File: src/rtl/i2c_target_pkg.sv
// Shared types and constants for the I2C target responder.
package i2c_target_pkg;

  typedef enum logic [3:0] {
    IDLE,
    ADDR,
    ADDR_ACK,
    REG,
    REG_ACK,
    WR_DATA,
    WR_ACK,
    RD_DATA,
    RD_ACK
  } i2c_state_e;

  localparam logic I2C_ACK  = 1'b0;
  localparam logic I2C_NACK = 1'b1;

  // wr_data = {device address (write form), register pointer, data byte}
  localparam int WD_DEV_MSB = 23;
  localparam int WD_DEV_LSB = 16;
  localparam int WD_REG_MSB = 15;
  localparam int WD_REG_LSB = 8;
  localparam int WD_DAT_MSB = 7;
  localparam int WD_DAT_LSB = 0;

endpackage

File: src/rtl/i2c_line_filter.sv
// Synchronizes one raw bus line and debounces it; the filtered level only
// moves after FILTER_LEN consecutive synchronized samples disagree with it.
module i2c_line_filter
  import i2c_target_pkg::*;
#(
  parameter int unsigned FILTER_LEN = 3
) (
  input  logic clk,
  input  logic rst,
  input  logic pin_i,
  output logic level_o,
  output logic rise_o,
  output logic fall_o
);

  logic [1:0] sync_q;
  logic [3:0] cnt_q;
  logic       level_q;
  logic       prev_q;

  // Two-stage synchronizer; idle bus level is high.
  always_ff @(posedge clk or posedge rst) begin
    if (rst) sync_q <= 2'b11;
    else     sync_q <= {sync_q[0], pin_i};
  end

  // Count disagreeing samples; any agreeing sample restarts the count.
  always_ff @(posedge clk or posedge rst) begin
    if (rst) begin
      cnt_q   <= 4'd0;
      level_q <= 1'b1;
      prev_q  <= 1'b1;
    end else begin
      prev_q <= level_q;
      if (sync_q[1] == level_q) begin
        cnt_q <= 4'd0;
      end else if (cnt_q == 4'(FILTER_LEN - 1)) begin
        cnt_q   <= 4'd0;
        level_q <= sync_q[1];
      end else begin
        cnt_q <= cnt_q + 4'd1;
      end
    end
  end

  assign level_o = level_q;
  assign rise_o  = level_q & ~prev_q;
  assign fall_o  = ~level_q & prev_q;

endmodule

File: src/rtl/i2c_adv_target_responder.sv
// I2C target mirroring the ADV7611 config master: writes become
// {dev, reg, data} words, reads are served from an external register source.
module i2c_adv_target_responder
  import i2c_target_pkg::*;
#(
  parameter logic [7:0]  DEV_ADDR   = 8'h98,
  parameter int unsigned FILTER_LEN = 3
) (
  input  logic        clk,
  input  logic        rst,
  input  logic        scl_i,
  input  logic        sda_i,
  output logic        sda_oe,
  output logic        wr_valid,
  output logic [23:0] wr_data,
  output logic [7:0]  rd_addr,
  input  logic [7:0]  rd_data,
  output logic        busy
);

  logic scl_lvl, scl_rise, scl_fall;
  logic sda_lvl, sda_rise, sda_fall;

  i2c_line_filter #(.FILTER_LEN(FILTER_LEN)) u_scl_filt (
    .clk(clk), .rst(rst), .pin_i(scl_i),
    .level_o(scl_lvl), .rise_o(scl_rise), .fall_o(scl_fall)
  );

  i2c_line_filter #(.FILTER_LEN(FILTER_LEN)) u_sda_filt (
    .clk(clk), .rst(rst), .pin_i(sda_i),
    .level_o(sda_lvl), .rise_o(sda_rise), .fall_o(sda_fall)
  );

  i2c_state_e  state_q;
  logic [2:0]  bit_cnt_q;
  logic [6:0]  shreg_q;     // bit 7 of a received byte is never needed after the 8th rise
  logic [6:0]  tx_q;        // MSB goes straight to sda_oe at load time
  logic [7:0]  reg_ptr_q;
  logic        rw_q;
  logic        done_q;      // read byte fully shifted, release on next fall
  logic        mack_q;      // master acked a read byte, reload on next fall
  logic        sda_oe_q;
  logic        wr_valid_q;
  logic [23:0] wr_data_q;
  logic        busy_q;

  logic       start_ev, stop_ev, last_bit, addr_match;
  logic [7:0] rx_byte;

  assign start_ev   = sda_fall & scl_lvl;
  assign stop_ev    = sda_rise & scl_lvl;
  assign rx_byte    = {shreg_q, sda_lvl};
  assign last_bit   = (bit_cnt_q == 3'd7);
  // General call (all-zero address) is never claimed.
  assign addr_match = (rx_byte[7:1] == DEV_ADDR[7:1]) && (rx_byte[7:1] != 7'd0);

  // Bus protocol FSM: bus conditions first, then SCL-edge bit handling.
  always_ff @(posedge clk or posedge rst) begin
    if (rst) begin
      state_q    <= IDLE;
      bit_cnt_q  <= 3'd0;
      shreg_q    <= 7'd0;
      tx_q       <= 7'd0;
      reg_ptr_q  <= 8'd0;
      rw_q       <= 1'b0;
      done_q     <= 1'b0;
      mack_q     <= 1'b0;
      sda_oe_q   <= 1'b0;
      wr_valid_q <= 1'b0;
      wr_data_q  <= 24'd0;
      busy_q     <= 1'b0;
    end else begin
      wr_valid_q <= 1'b0;
      if (stop_ev) begin
        state_q   <= IDLE;
        sda_oe_q  <= 1'b0;
        busy_q    <= 1'b0;
        bit_cnt_q <= 3'd0;
        done_q    <= 1'b0;
        mack_q    <= 1'b0;
      end else if (start_ev) begin
        state_q   <= ADDR;
        bit_cnt_q <= 3'd0;
        done_q    <= 1'b0;
        mack_q    <= 1'b0;
      end else if (scl_rise) begin
        case (state_q)
          ADDR, REG, WR_DATA: begin
            shreg_q   <= rx_byte[6:0];
            bit_cnt_q <= bit_cnt_q + 3'd1;
            if (last_bit) begin
              case (state_q)
                ADDR: begin
                  if (addr_match) begin
                    state_q <= ADDR_ACK;
                    rw_q    <= rx_byte[0];
                    busy_q  <= 1'b1;
                  end else begin
                    state_q <= IDLE;
                    busy_q  <= 1'b0;
                  end
                end
                REG: begin
                  reg_ptr_q <= rx_byte;
                  state_q   <= REG_ACK;
                end
                default: begin
                  wr_valid_q <= 1'b1;
                  wr_data_q[WD_DEV_MSB:WD_DEV_LSB] <= {DEV_ADDR[7:1], 1'b0};
                  wr_data_q[WD_REG_MSB:WD_REG_LSB] <= reg_ptr_q;
                  wr_data_q[WD_DAT_MSB:WD_DAT_LSB] <= rx_byte;
                  state_q <= WR_ACK;
                end
              endcase
            end
          end
          RD_DATA: begin
            bit_cnt_q <= bit_cnt_q + 3'd1;
            if (last_bit) done_q <= 1'b1;
          end
          RD_ACK: begin
            // Advance early so rd_data settles well before the reload fall.
            if (sda_lvl == I2C_ACK) begin
              reg_ptr_q <= reg_ptr_q + 8'd1;
              mack_q    <= 1'b1;
            end else begin
              state_q <= IDLE;
              busy_q  <= 1'b0;
            end
          end
          default: ;
        endcase
      end else if (scl_fall) begin
        case (state_q)
          ADDR: sda_oe_q <= 1'b0;
          ADDR_ACK, REG_ACK, WR_ACK: begin
            // First fall starts the ACK bit, second fall ends it.
            if (!sda_oe_q) begin
              sda_oe_q <= 1'b1;
            end else begin
              sda_oe_q <= 1'b0;
              case (state_q)
                ADDR_ACK: begin
                  if (rw_q) begin
                    tx_q     <= rd_data[6:0];
                    sda_oe_q <= ~rd_data[7];
                    state_q  <= RD_DATA;
                  end else begin
                    state_q <= REG;
                  end
                end
                REG_ACK: state_q <= WR_DATA;
                default: begin
                  reg_ptr_q <= reg_ptr_q + 8'd1;
                  state_q   <= WR_DATA;
                end
              endcase
            end
          end
          RD_DATA: begin
            if (done_q) begin
              done_q   <= 1'b0;
              sda_oe_q <= 1'b0;
              state_q  <= RD_ACK;
            end else begin
              sda_oe_q <= ~tx_q[6];
              tx_q     <= {tx_q[5:0], 1'b0};
            end
          end
          RD_ACK: begin
            if (mack_q) begin
              mack_q   <= 1'b0;
              tx_q     <= rd_data[6:0];
              sda_oe_q <= ~rd_data[7];
              state_q  <= RD_DATA;
            end
          end
          default: ;
        endcase
      end
    end
  end

  assign sda_oe   = sda_oe_q;
  assign wr_valid = wr_valid_q;
  assign wr_data  = wr_data_q;
  assign rd_addr  = reg_ptr_q;
  assign busy     = busy_q;

endmodule

File: config.mk
export PLATFORM = sky130hd
export DESIGN_NAME = i2c_adv_target_responder
export DESIGN_NICKNAME = d
export VERILOG_FILES = /design/src/rtl/i2c_target_pkg.sv /design/src/rtl/i2c_line_filter.sv /design/src/rtl/i2c_adv_target_responder.sv
export SDC_FILE = /design/constraint.sdc
export NUM_CORES = 1
export LEC_CHECK = 0
export ABC_AREA = 0
export BUFFER_PORTS_ARGS = -buffer_cell sky130_fd_sc_hd__buf_2
export CAP_MARGIN = 20
export CORE_MARGIN = 1
export CORE_UTILIZATION = 31
export DETAILED_ROUTE_END_ITERATION = 6
export PLACE_DENSITY_LB_ADDON = 0.08
export SYNTH_ARGS = -nofsm -noshare
export SYNTH_HDL_FRONTEND = slang
export SYNTH_SLANG_ARGS = --single-unit
File: constraint.sdc
create_clock -name clk -period 2.6 [get_ports clk]
set_clock_uncertainty 0.05 [all_clocks]
set_input_delay 0.52 -clock clk [delete_from_list [all_inputs] [get_ports clk]]
set_output_delay 0.52 -clock clk [all_outputs]
set_load 0.01 [all_outputs]
; ---- Word level (Yosys, flattened, before mapping)
; Index checks and enable logic that the tools add are counted.
[totals]
reg_bits = 68
word_cells = 190
latch_bits = 0
ramBits = 0
mem_bits_ro = 0
out_inout_bits = 35
in_bits = 12
n_memories = 0
[op_classes]
mux = 76
add_sub_neg = 4
n_div = 0
bitwise = 18
reduce_logical = 34
magnitude_cmp = 0
shift = 0
multipliers = 0
n_eq_ne = 38
[op_table]
columns = op, n
row1 = two-way mux 8 bit, 8
row2 = two-way mux 4 bit, 14
row3 = two-way mux 1 bit, 36
row4 = two-way mux 7 bit, 5
row5 = one-hot mux 7 bit (3 select lines), 1
row6 = != test 5 bit (second input constant), 4
row7 = AND reduction 10 bit, 2
row8 = != test 3 bit (second input constant), 6
row9 = nonzero test 3 bit, 6
row10 = == test 4 x 2 -> 1 bit (second input constant), 4
row11 = == test 4 x 3 -> 1 bit (second input constant), 4
row12 = one-hot mux 4 bit (2 select lines), 2
row13 = one-hot mux 8 bit (2 select lines), 1
row14 = two-way mux 3 bit, 5
row15 = inverter 1 bit, 12
row16 = one-hot mux 4 bit (3 select lines), 1
row17 = AND reduction 6 bit, 2
row18 = != test 2 bit (second input constant), 5
row19 = nonzero test 2 bit, 5
row20 = adder 4 x 1 -> 4 bit (second input constant), 2
row21 = adder 8 x 1 -> 8 bit (second input constant), 1
row22 = AND reduction 8 bit, 1
row23 = == test 7 bit (second input constant), 1
row24 = AND reduction 7 bit, 1
row25 = other kinds (28), 41

; ---- Logic depth before layout (Yosys ltp)
; Gate-level depths: netlist of the first run.
[depth]
word_depth = 9
mapped_depth = 9
depth_no_buf = 7

; ---- Modules after synthesis
; From an unflattened synthesis of the first run, not the netlist that was laid out.
[hier_totals]
cells_unflattened = 331
area_unflattened_um2 = 3474.6
[by_module_without_submodules]
columns = module, instances, area_per_inst_um2, cells_per_inst, seq_area_each_um2
row1 = i2c_adv_target_responder, 1, 2826.5, 279, 1301.2
row2 = i2c_line_filter (u_sda_filt), 1, 325.3, 26, 205.2
row3 = i2c_line_filter (u_scl_filt), 1, 322.8, 26, 205.2

; ---- Worst setup path after synthesis of the first run
; Ideal clock, no wire load.
[synth_path]
kind = register -> register
start = register u_scl_filt.level_q (netlist: u_scl_filt.level_o)
end = register wr_data_q[0] (netlist: wr_data[0])
path_buffers = 3
slack_ps = 265
t_arrival_ps = 2160
required_ps = 2425
path_stages_with_launch = 9
period_less_slack_ps = 2335
setup_time_ps = 125
cell_sequence = dfstp_2 ha_1 buf_2 clkinv_1 nor3_1 nor2b_1 buf_2 buf_2 mux2_2
[synth_via]
elab_chain_len = 3
elab_cells_between_ends = 6
cone_classes = bitwise: 5 / reduce/logical: 1
[synth_lines]
columns = element, line_no
row1 = from (decl), i2c_line_filter.sv:18  ; logic level_q;
row2 = from (signal assigned), i2c_line_filter.sv:39  ; level_q <= sync_q[1];
row3 = "AND 1 bit, on equally long branches", "i2c_adv_target_responder.sv:51, i2c_adv_target_responder.sv:50"
row4 = inverter 1 bit (no source line), n/a
row5 = AND reduction 6 bit (no source line) (*), n/a
row6 = "to (signal, indexed assignment)", i2c_adv_target_responder.sv:109  ; wr_data_q[WD_DEV_MSB:WD_DEV_LSB] <= {DEV_ADDR[7:1], 1'b0};
row7 = "to (signal, indexed assignment)", i2c_adv_target_responder.sv:110  ; wr_data_q[WD_REG_MSB:WD_REG_LSB] <= reg_ptr_q;
row8 = "to (signal, indexed assignment)", i2c_adv_target_responder.sv:111  ; wr_data_q[WD_DAT_MSB:WD_DAT_LSB] <= rx_byte;
row9 = to (decl), i2c_adv_target_responder.sv:44  ; logic [23:0] wr_data_q;
; Every way passes the cells marked *; elsewhere a longest branch is shown, timed or not.
; A chain may end at the register's enable or synchronous reset.

; ---- Final worst setup path of the first run
[layout_path]
start = register state_q[0]
end = register tx_q[0]
[layout_via]
elab_chain_len = 4
elab_cells_between_ends = 14
cone_classes = eq/ne: 10 / mux: 1 / reduce/logical: 3
[layout_lines]
columns = element, line_no
row1 = from (decl), i2c_adv_target_responder.sv:34  ; i2c_state_e state_q;
row2 = from (signal assigned), i2c_adv_target_responder.sv:60  ; state_q <= IDLE;
row3 = from (signal assigned), i2c_adv_target_responder.sv:75  ; state_q <= IDLE;
row4 = from (signal assigned), i2c_adv_target_responder.sv:82  ; state_q <= ADDR;
row5 = == test 4 x 2 -> 1 bit / == test 4 x 3 -> 1 bit (equally long branches), "i2c_adv_target_responder.sv:134, i2c_adv_target_responder.sv:142"
row6 = OR reduction 3 bit, i2c_adv_target_responder.sv:134  ; case (state_q)
row7 = != test 2 bit (no source line) / nonzero test 3 bit (equally long branches), n/a
row8 = AND reduction 10 bit (no source line), n/a
row9 = to (signal assigned), i2c_adv_target_responder.sv:145  ; tx_q <= rd_data[6:0];
row10 = to (signal assigned), i2c_adv_target_responder.sv:167  ; tx_q <= {tx_q[5:0], 1'b0};
row11 = to (signal assigned), i2c_adv_target_responder.sv:173  ; tx_q <= rd_data[6:0];
row12 = to (decl), i2c_adv_target_responder.sv:37  ; logic [6:0] tx_q;
; Parallel ways exist; a longest one is shown, timed or not.

==> metrics.yaml, run 1 <==
cp-end-kind: "flop"
finalCriticalPeriod_ns: 2.36
cts_buffers: 9
grt_start_max_net_pins: 49
coreArea_um2: 10900
finalSetupViolations: 0
arrival_worst_endpoint_ns: 2.47
synth_edf_count: 0
worst-slew-pin-transition_ns: 0.898
post_synth_instance_area_um2: 3510
routed-via-count: 2657
post_cts_hold_buffer_count: 0
p_total_mw: 4.23
grt_first_pass_wirelength_mm: 13.6
post_synthesis_cell_type_with_the_largest_combined_area: "dfrtp_1"
result_of_the_run: "finished, final reports clean"
synth_seq_area_share_pct: 48.7
clk_path_buf_depth: 2
clk_root_buffer_cell: "clkbuf_16"
critical_path_peak_fanout: 22
grt_antenna_before_repair: 0
first_iter_violations: 71
final-hold-violation-count: 0
synth_top_cell_area_share_pct: 42.7
yosys_register_bits: 68
synth_cells: 336
drive_above_1_share_pct: 31.2
port_buffers: 41
cp.required_ns: 2.71
synth.area.top_cells: "dfrtp_1 43%, mux2_2 8.3%, dfstp_2 6.0%, nand2_1 3.6%, ha_1 3.2%"
rsz_0062_raised_after_global_routing: "false"
die-area_um2: 11800
ant_nets: 0
worst_slew_margin_pct: 39.8
ys_async_sr_fraction_pct: 100
insertedDiodeCount: 0
avgRoutedWirePerCell_um: 15.5
yosysUniqueCellTypes: 65
router_iterations_before_antenna_repair: 4
vias_in_the_first_global_route: 2653
detailedPlacementHpwl_mm: 5.75
detail_route.wirelength_mm: 8.22
p_leak_nw: 2.03
totalNegativeSetupSlack_ns: 0
min-delay-path-class: "in -> async"
route.detailed.vias_per_inst: 5.00
cts.sinks: 68
reg2reg_to: "tx_q[0]$_DFFE_PP0P_"
worst_r2r_path_depth: 5
worst_setup_hold_path_clk_slew_ns: 0.06
r2r_setup_slack_ns: 0.24
boundaryPins: 47
worst_r2r_startpoint: "state_q[0]$_DFFE_PP0P_"
globalplace.congestion: 0.771
detail_route.drc_violations: 0
grt_usage_pct: 15.1
ctsResizeCount: 0
insertion_delay_of_the_later_clocked_pin_in_the_worst_skew_pair_ns: 0.32
post-cts-setup-buffers: 0
final_net_count: 407
post-synth-top-count-cell: "dfrtp_1"
timing_worst_setup_path_type: "reg -> reg"
final-max-slew-violation-count: 0
peakVddDrop_mv: 0.411
syn_area_per_cell_um2: 10.5
timing.max_cap.violations: 0
p_per_area_nw_per_um2: 998
chip_height_um: 108
share_of_the_cycle_needed_by_the_critical_path_after_routing_pct: 90.8
initial_core_util_pct: 32.1
die-width_um: 108
remaining_global_route_overflow: 0
ys.flop_type: "dfrtp_1"
start_kind: "flop"
synth_warnings: 0
area.growth.synth_to_final_pct: 20.6
cts_tree: "done"
rows: 38
maxClockFrequency_mhz: 424
cts_h_tree_lvls: 3
synth_common_cells: "60 x dfrtp_1, 34 x nand2_1, 26 x mux2_2"
where the power goes:
part | leakage (nW) | internal [mW] | switching [mW]
Clock | 0.139 | 0.742 | 0.450
Sequential | 0.869 | 1.32 | 0.242
Combinational | 1.02 | 0.634 | 0.847
routing by layer:
layer  vias to the layer above  wire, um  global-route usage [%]  part of all wire, %
li1                       1289         -                       -                    -
met1                      1319      3960                    20.3                   48
met2                        45      3850                    23.7                   47
met3                         4       335                    3.86                  4.1
met4                         0        68                    4.44                 0.83
met5                         -         0                       0                    0
critical path, cell delays in order, from the launching register on:
cell and delay [ns]:
dfrtp_1 0.37, buf_4 0.21, or4b_1 0.68, o21a_1 0.25
o211ai_1 0.41, o21ai_0 0.22
how the worst max path moves through the flow:
stage                                    from                endpoint  slack, ns  cells after the start
3_3_place_gp           state_q[0]$_DFFE_PP0P_     tx_q[0]$_DFFE_PP0P_       0.25                      5
2_1_floorplan  u_scl_filt.level_o$_DFFE_PP1P_  wr_data[0]$_DFFE_PP0P_       0.26                      8
5_1_grt                state_q[0]$_DFFE_PP0P_     tx_q[0]$_DFFE_PP0P_       0.03                      5
3_5_place_dp           state_q[0]$_DFFE_PP0P_     tx_q[0]$_DFFE_PP0P_       0.25                      5
6_report               state_q[0]$_DFFE_PP0P_     tx_q[0]$_DFFE_PP0P_       0.24                      5
4_1_cts                state_q[0]$_DFFE_PP0P_     tx_q[0]$_DFFE_PP0P_       0.24                      5
state kept, by name, indices dropped and copies added (netlist names):
signal and count:
bit_cnt_q 3, u_scl_filt.cnt_q 4, rw_q 1, u_sda_filt.prev_q 1, shreg_q 7, u_sda_filt.sync_q 2
busy 1, rd_addr 8, wr_data 17, state_q 4, mack_q 1, wr_valid 1
u_scl_filt.prev_q 1, done_q 1, tx_q 7, u_sda_filt.level_o 1, u_scl_filt.level_o 1, sda_oe 1
u_scl_filt.sync_q 2, u_sda_filt.cnt_q 4
stage by stage:
step | instances | setup slack [ns] | utilization, % | cell area (um^2) | hold WS [ns]
final | 531 | 0.239 | 38.8 | 4240 | 0.156
after global routing | 531 | 0.0324 | 38.8 | 4240 | 0.194
after CTS | 531 | 0.238 | 38.8 | 4240 | 0.166
after detailed placement | 515 | 0.253 | 36.1 | 3950 | 0.297
after global placement | 515 | 0.250 | 36.1 | 3950 | 0.296
after floorplan | 340 | 0.265 | - | 3530 | 0.295
cells in the final DEF, fill, tap and decap left out, drive strengths merged, types with 3 or more instances in the layout:
master / n
clkbuf: 10
mux2: 26
nor2b: 4
a22o: 3
a31oi: 3
dfstp: 8
nand4: 3
inv: 10
nor3: 4
xor2: 6
nand2: 34
clkinv: 3
nor4bb: 3
nor2: 22
dfrtp: 60
nand3: 12
o22ai: 3
ha: 9
nand4b: 4
a21oi: 13
mux2i: 8
o211ai: 5
nand2b: 6
buf: 62
conb: 5
o21ai: 22
area by class of cell:
type | count | area [um^2]
multi-input cells | 235 | 1640
clock buffers | 10 | 229
clock inverters | 6 | 63.8
inverters | 10 | 37.5
well taps | 140 | 175
flip-flops and latches | 68 | 1710
repair buffers | 62 | 388
fillers | 1131 | 6700
kinds of logic (layout without fill, tap and decap cells):
logic type / Yosys count / after routing / synth area share [%]
XOR/XNOR: 8 / 8 / 1.99
other: 1 / 5 / 0.107
multiplexers: 34 / 34 / 10.6
AND/OR/NAND/NOR: 108 / 108 / 16.2
AO/OA/AOI/OAI: 71 / 71 / 13.9
adder cells (fa/ha/maj): 9 / 9 / 3.20
buffers and inverters: 37 / 88 / 5.27
flip-flops: 68 / 68 / 48.7
Note: power is estimated with default switching activity, not from simulation.
==> run 2: changes to the inputs <==
--- a/config.mk
+++ b/config.mk
@@ -11,4 +11,5 @@
 export CORE_MARGIN = 1
-export CORE_UTILIZATION = 31
+export CORE_UTILIZATION = 40
 export DETAILED_ROUTE_END_ITERATION = 6
+export MAX_ROUTING_LAYER = met4
 export PLACE_DENSITY_LB_ADDON = 0.08
--- a/constraint.sdc
+++ b/constraint.sdc
@@ -4,2 +4,2 @@
 set_output_delay 0.52 -clock clk [all_outputs]
-set_load 0.01 [all_outputs]
+set_load 0.005 [all_outputs]
==> metrics.yaml, run 2 (same netlist as run 1, synthesis figures left out) <==
route.detailed.vias_per_inst: 5.33  # +6.5%
critical_path_peak_fanout: 15  # -32%
die-width_um: 95.7  # -12%
critPathBufInv: 1  # unchanged
p_per_area_nw_per_um2: 958  # -4.0%
cts_tree: "done"
clk_root_buffer_cell: "clkbuf_8"
rows: 33  # -13%
finalCriticalPeriod_ns: 2.30  # -0.0652 ns
finalSetupViolations: 0  # unchanged
drive_above_1_share_pct: 29.9  # -1.3 points
ff_latch_area_um2: 1710  # unchanged
maxClockFrequency_mhz: 436  # +2.8%
final_cell_mix: "60 x dfrtp_1, 41 x buf_2, 34 x nand2_1"
final-hold-violation-count: 0  # unchanged
post-route-cell-area_um2: 4060  # -4.3%
worst-slew-pin-transition_ns: 0.850  # -0.0481 ns
grt_start_max_net_pins: 34  # -31%
detailedPlacementHpwl_mm: 5.24  # -8.9%
most_common_cell_after_layout_fill_and_taps_aside: "dfrtp_1"
router_iterations_before_antenna_repair: 4  # unchanged
coreArea_um2: 8340  # -24%
arrival_worst_endpoint_ns: 2.52  # +0.05 ns
crit_family: "compound AO/OA/AOI/OAI gates"
routed-via-count: 2607  # -1.9%
grt_antenna_before_repair: 0  # unchanged
share_of_the_cycle_needed_by_the_critical_path_after_routing_pct: 88.3  # -2.5 points
worst_slew_margin_pct: 43.1  # +3.2 points
initial_core_util_pct: 42.1  # +10 points
detail_route.wirelength_mm: 7.56  # -8.0%
cp.required_ns: 2.83  # +0.12 ns
insertedDiodeCount: 0  # unchanged
area.growth.synth_to_final_pct: 15.5
grt_first_pass_wirelength_mm: 12.7  # -6.2%
slowest_delay_ns: 0.56  # -0.12 ns
final.fill_count: 806  # -29%
clk_path_buf_depth: 2  # unchanged
rsz_0062_raised_after_global_routing: "false"
result_of_the_run: "finished, final reports clean"
cp_cell_instances: "or4b_1 -> a211o_1 -> a211oi_4 -> buf_4 -> a21oi_1 -> a21oi_1"
final-max-slew-violation-count: 0  # unchanged
ant_nets: 0  # unchanged
globalplace.congestion: 0.850  # +10%
grt_usage_pct: 19.3  # +4.3 points
detail_route.drc_violations: 0  # unchanged
post-cts-setup-buffers: 0  # unchanged
die-area_um2: 9170  # -22%
p_leak_nw: 1.96  # -3.3%
timing.max_cap.violations: 0  # unchanged
totalNegativeSetupSlack_ns: 0  # unchanged
worst_setup_hold_path_clk_slew_ns: 0.09  # +0.03 ns
worst_path_most_repeated_cell: "a21oi_1"
first_iter_violations: 151  # +110%
vias_in_the_first_global_route: 2532  # -4.6%
peakVddDrop_mv: 0.437  # +6.1%
remaining_global_route_overflow: 0  # unchanged
avgRoutedWirePerCell_um: 15.5  # -0.10%
ctsResizeCount: 0  # unchanged
crit_slowest_cell: "or4b_1"
placed_area_um2: 3840  # -2.8%
start_kind: "flop"
cp-end-kind: "flop"
min-delay-path-class: "in -> async"
multi_input_area_um2: 1630  # -0.15%
largest_register_ffs: 17  # unchanged
port_buffers: 41  # unchanged
cts.sinks: 68  # unchanged
cts_h_tree_lvls: 3  # unchanged
chip_height_um: 95.7  # -12%
cts_buffers: 9  # unchanged
timing_worst_setup_path_type: "reg -> reg"
post_cts_hold_buffer_count: 0  # unchanged
boundaryPins: 47  # unchanged
final_net_count: 400  # -1.7%
insertion_delay_of_the_later_clocked_pin_in_the_worst_skew_pair_ns: 0.36  # +0.04 ns
run 2: changes by cell type in the layout (fill, tap and decap cells not counted), sizes merged:
cell | before | now
bufinv | 1 | 2
clkbuf | 10 | 9
clkinv | 3 | 4
buf | 62 | 55
clkinvlp | 2 | 1
run 2: worst paths after layout:
check	startpoint	slack, ns	cells past startpoint	end
min in group clk	sda_i	0.22	1	u_sda_filt.sync_q[0]$_DFF_PP1_
max reg2reg	u_sda_filt.level_o$_DFFE_PP1P_	0.30	6	rd_addr[4]$_DFFE_PP0P_
min reg2reg	u_scl_filt.sync_q[0]$_DFF_PP1_	0.31	0	u_scl_filt.sync_q[1]$_DFF_PP1_
min	rst	0.16	2	u_scl_filt.cnt_q[2]$_DFF_PP0_
max	u_sda_filt.level_o$_DFFE_PP1P_	0.30	6	rd_addr[4]$_DFFE_PP0P_
max in group asynchronous	rst	1.68	3	u_sda_filt.prev_q$_DFF_PP1_
run 2: layer usage:
| metal | global-route usage [%] | wire length (um) | vias to the layer above |
|---|---|---|---|
| met2 | 27.4 | 3400 | 56 |
| met1 | 26.0 | 3710 | 1262 |
| met3 | 4.34 | 257 | 13 |
| met5 | - | 0 | - |
| met4 | 9.45 | 187 | 0 |
| li1 | - | - | 1276 |
run 2: layout make-up:
type,count,area share (%)
well taps,105,3.24
inverters,10,0.925
clock buffers,9,3.05
flip-flops and latches,68,42.2
clock inverters,7,2.44
multi-input cells,235,40.2
repair buffers,55,7.95
run 2: power breakdown:
part           leakage [nW]  switching, mW  internal [mW]
Sequential            0.869          0.259           1.31
Clock                 0.110          0.438          0.544
Combinational         0.985          0.768          0.566
Total                  1.96           1.46           2.42
run 2: worst reg2reg max path, cell delays in order (launching register included):
cell,delay (ns)
dfstp_2,0.46
or4b_1,0.56
a211o_1,0.34
a211oi_4,0.34
buf_4,0.27
a21oi_1,0.09
a21oi_1,0.12
run 2: through the flow:
step | instances | setup slack [ns] | utilization [%] | power, mW | hold WS (ns)
floorplan | 340 | 0.265 | - | 2.53 | 0.295
CTS | 489 | 0.306 | 48.7 | 3.92 | 0.173
detailed placement | 473 | 0.319 | 46.0 | 2.92 | 0.297
global route | 489 | 0.168 | 48.7 | 4.19 | 0.190
finish | 489 | 0.304 | 48.7 | 3.89 | 0.164
global placement | 473 | 0.313 | 46.0 | 2.90 | 0.296
==> run 3: changes to the inputs <==
Settings changed: ABC_AREA 0 to 1.
==> metrics.yaml, run 3 <==
route.detailed.vias_per_inst: 4.82  # -9.7%
synth_cells: 475  # +41%
timing.hold.ws_ns: 0.159  # -0.00529 ns
largest_register_ffs: 17  # unchanged
cts.sinks: 68  # unchanged
slowest_delay_ns: 0.45  # -0.11 ns
maxClockFrequency_mhz: 460  # +5.6%
finalSetupViolations: 0  # unchanged
vias_in_the_first_global_route: 2811  # +11%
critical_path_peak_fanout: 12  # -3
rsz_0062_raised_after_global_routing: "false"
pre_cts_setup_slack_ns: 0.467  # +0.148 ns
worst-slew-pin-transition_ns: 0.528  # -0.322 ns
grt_first_pass_wirelength_mm: 13.8  # +8.2%
insertedDiodeCount: 0  # unchanged
final_cell_mix: "152 x nand2_1, 60 x dfrtp_1, 52 x nor2_1"
grt_antenna_before_repair: 0  # unchanged
post_synthesis_cell_type_with_the_largest_combined_area: "dfrtp_1"
worst_slew_margin_pct: 64.7  # +22 points
worst_setup_hold_path_clk_slew_ns: 0.08  # about the same
synth_common_cells: "152 x nand2_1, 60 x dfrtp_1, 52 x nor2_1"
yosysUniqueCellTypes: 27  # -58%
post-cts-setup-buffers: 0  # unchanged
most_common_cell_after_layout_fill_and_taps_aside: "nand2_1"
finalCriticalPeriod_ns: 2.18  # -0.121 ns
clk_path_buf_depth: 2  # unchanged
router_iterations_before_antenna_repair: 5  # +1
clk_root_buffer_cell: "clkbuf_8"
synth_warnings: 0  # unchanged
totalNegativeSetupSlack_ns: 0  # unchanged
post-synth-top-count-cell: "nand2_1"
port_buffers: 41  # unchanged
post-route-cell-area_um2: 4140  # +1.9%
crit_family: "simple AND/OR/NAND/NOR gates"
chip_height_um: 97.1  # +1.4%
start_kind: "flop"
worst_path_most_repeated_cell: "nand2_1"
coreArea_um2: 8720  # +4.6%
final_util_pct: 47.4  # -1.2 points
synth_seq_area_share_pct: 47.4  # -1.3 points
cp-end-kind: "flop"
finalWorstSetupSlack_ns: 0.425  # +0.121 ns
ys_async_sr_fraction_pct: 100  # unchanged
die-area_um2: 9420  # +2.8%
netSwitchingFraction_pct: 42.7  # +5.0 points
globalplace.congestion: 0.995  # +17%
final-max-slew-violation-count: 0  # unchanged
post_synth_instance_area_um2: 3610  # +2.8%
synth.area.top_cells: "dfrtp_1 42%, nand2_1 16%, o21ai_0 6.1%, dfstp_2 5.8%, nor2_1 5.4%"
yosys_register_bits: 68  # unchanged
clock_power_share_pct: 22.5  # -2.8 points
timing.max_cap.violations: 0  # unchanged
power_frac_seq_pct: 37.0  # -3.4 points
share_of_the_cycle_needed_by_the_critical_path_after_routing_pct: 83.7  # -4.6 points
cts_tree: "done"
cts_buffers: 9  # unchanged
ctsResizeCount: 0  # unchanged
syn_area_per_cell_um2: 7.61  # -27%
min-delay-path-class: "in -> async"
ys.flop_type: "dfrtp_1"
cp_cell_instances: "inv_1 -> nand2_1 -> nor2_1 -> nor2_1 -> nand2_1 -> nand2_1 -> nor2_2 -> inv_1 -> nand2_1 -> nand2_1"
detail_route.wirelength_mm: 8.21  # +8.6%
ant_nets: 0  # unchanged
die-width_um: 97.1  # +1.4%
final.fill_count: 880  # +9.2%
p_leak_nw: 2.19  # +11%
initial_core_util_pct: 41.4  # -0.69 points
grt_start_max_net_pins: 47  # +38%
final_net_count: 542  # +36%
detailedPlacementHpwl_mm: 6.00  # +15%
crit_slowest_cell: "dfrtp_1"
synth_edf_count: 0  # unchanged
peakVddDrop_mv: 0.533  # +22%
placed_area_um2: 3910  # +2.0%
rows: 34  # +3.0%
remaining_global_route_overflow: 0  # unchanged
drive_above_1_share_pct: 16.9  # -13 points
arrival_worst_endpoint_ns: 2.36  # -0.16 ns
routed-via-count: 3053  # +17%
cts_h_tree_lvls: 3  # unchanged
post_cts_hold_buffer_count: 0  # unchanged
cp.required_ns: 2.79  # -0.04 ns
timing_worst_setup_path_type: "reg -> reg"
p_per_area_nw_per_um2: 1050  # +9.1%
final-hold-violation-count: 0  # unchanged
avgRoutedWirePerCell_um: 13.0  # -16%
result_of_the_run: "finished, final reports clean"
detail_route.drc_violations: 0  # unchanged
boundaryPins: 47  # unchanged
switching_power_mw: 1.84  # +26%
power.share.combinational_pct: 40.5  # +6.2 points
critPathBufInv: 2  # +1
synth_top_cell_area_share_pct: 41.5  # -1.2 points
p_int_mw: 2.48  # +2.3%
first_iter_violations: 208  # +38%
area.growth.synth_to_final_pct: 14.5
insertion_delay_of_the_later_clocked_pin_in_the_worst_skew_pair_ns: 0.35  # about the same
grt_usage_pct: 18.9  # -0.42 points
==> run 3: changes by cell type after synthesis, sizes merged, moves of 22 or more <==
cell,change
inv,+43
nor2,+36
nand3,+23
mux2,-26
nand2,+121
o21ai,+22
==> run 3: layout make-up <==
class | count | area [um^2] | share of cell area (%)
clock inverter | 7 | 101 | 2.45
inverter | 52 | 195 | 4.72
sequential | 68 | 1710 | 41.4
multi-input combinational | 342 | 1600 | 38.7
tap | 108 | 135 | 3.27
clock buffer | 9 | 124 | 2.99
timing repair buffer | 48 | 270 | 6.53
==> run 3: power groups by stage <==
stage / Clock [mW] / Sequential, mW / Combinational [mW]
after floorplan: 0 / 1.56 / 1.35
final: 0.973 / 1.60 / 1.75
after global routing: 1.05 / 1.65 / 2.04
after CTS: 1.01 / 1.60 / 1.75
after global placement: 0 / 1.61 / 1.75
after detailed placement: 0 / 1.62 / 1.75
==> run 3: final timing paths <==
path	depth (start not counted)	slack [ns]	startpoint	endpoint
worst max-delay path	10	0.42	state_q[0]$_DFFE_PP0P_	tx_q[0]$_DFFE_PP0P_
worst min-delay path	2	0.16	rst	u_scl_filt.cnt_q[1]$_DFF_PP0_
worst max register to register	10	0.42	state_q[0]$_DFFE_PP0P_	tx_q[0]$_DFFE_PP0P_
worst min register to register	0	0.31	u_sda_filt.sync_q[0]$_DFF_PP1_	u_sda_filt.sync_q[1]$_DFF_PP1_
max in group asynchronous	3	1.68	rst	u_sda_filt.level_o$_DFFE_PP1P_
min in group clk	1	0.22	scl_i	u_scl_filt.sync_q[0]$_DFF_PP1_
==> run 3: cell families (layout without fill, tap and decap cells) <==
group	Yosys count	count (layout)	share of synthesized area [%]
XOR/XNOR	6	6	1.45
AO/OA/AOI/OAI	59	59	8.58
AND/OR/NAND/NOR	263	263	30.6
buffers and inverters	69	116	8.79
flip-flops	68	68	47.4
adder cells (fa/ha/maj)	9	9	3.12
other	1	5	0.104
==> run 3: metal layers <==
layer / track usage [%] / routed length (um) / up-vias
met2: 26.2 / 3580 / 62
met3: 3.38 / 363 / 8
met4: 8.15 / 112 / 0
li1: - / - / 1582
met1: 27.1 / 4150 / 1401
met5: - / 0 / -
==> run 3: worst reg2reg max path, stage by stage, from the launching register on <==
cell     delay, ns
dfrtp_1       0.45
inv_1         0.22
nand2_1       0.08
nor2_1        0.34
nor2_1        0.07
nand2_1       0.11
nand2_1       0.11
nor2_2        0.37
inv_1         0.14
nand2_1       0.08
nand2_1       0.05
==> run 3: through the flow <==
step | power, mW | instances
floorplan | 2.91 | 479
global placement | 3.36 | 618
detailed placement | 3.37 | 618
global route | 4.74 | 634
CTS | 4.36 | 634
finish | 4.32 | 634
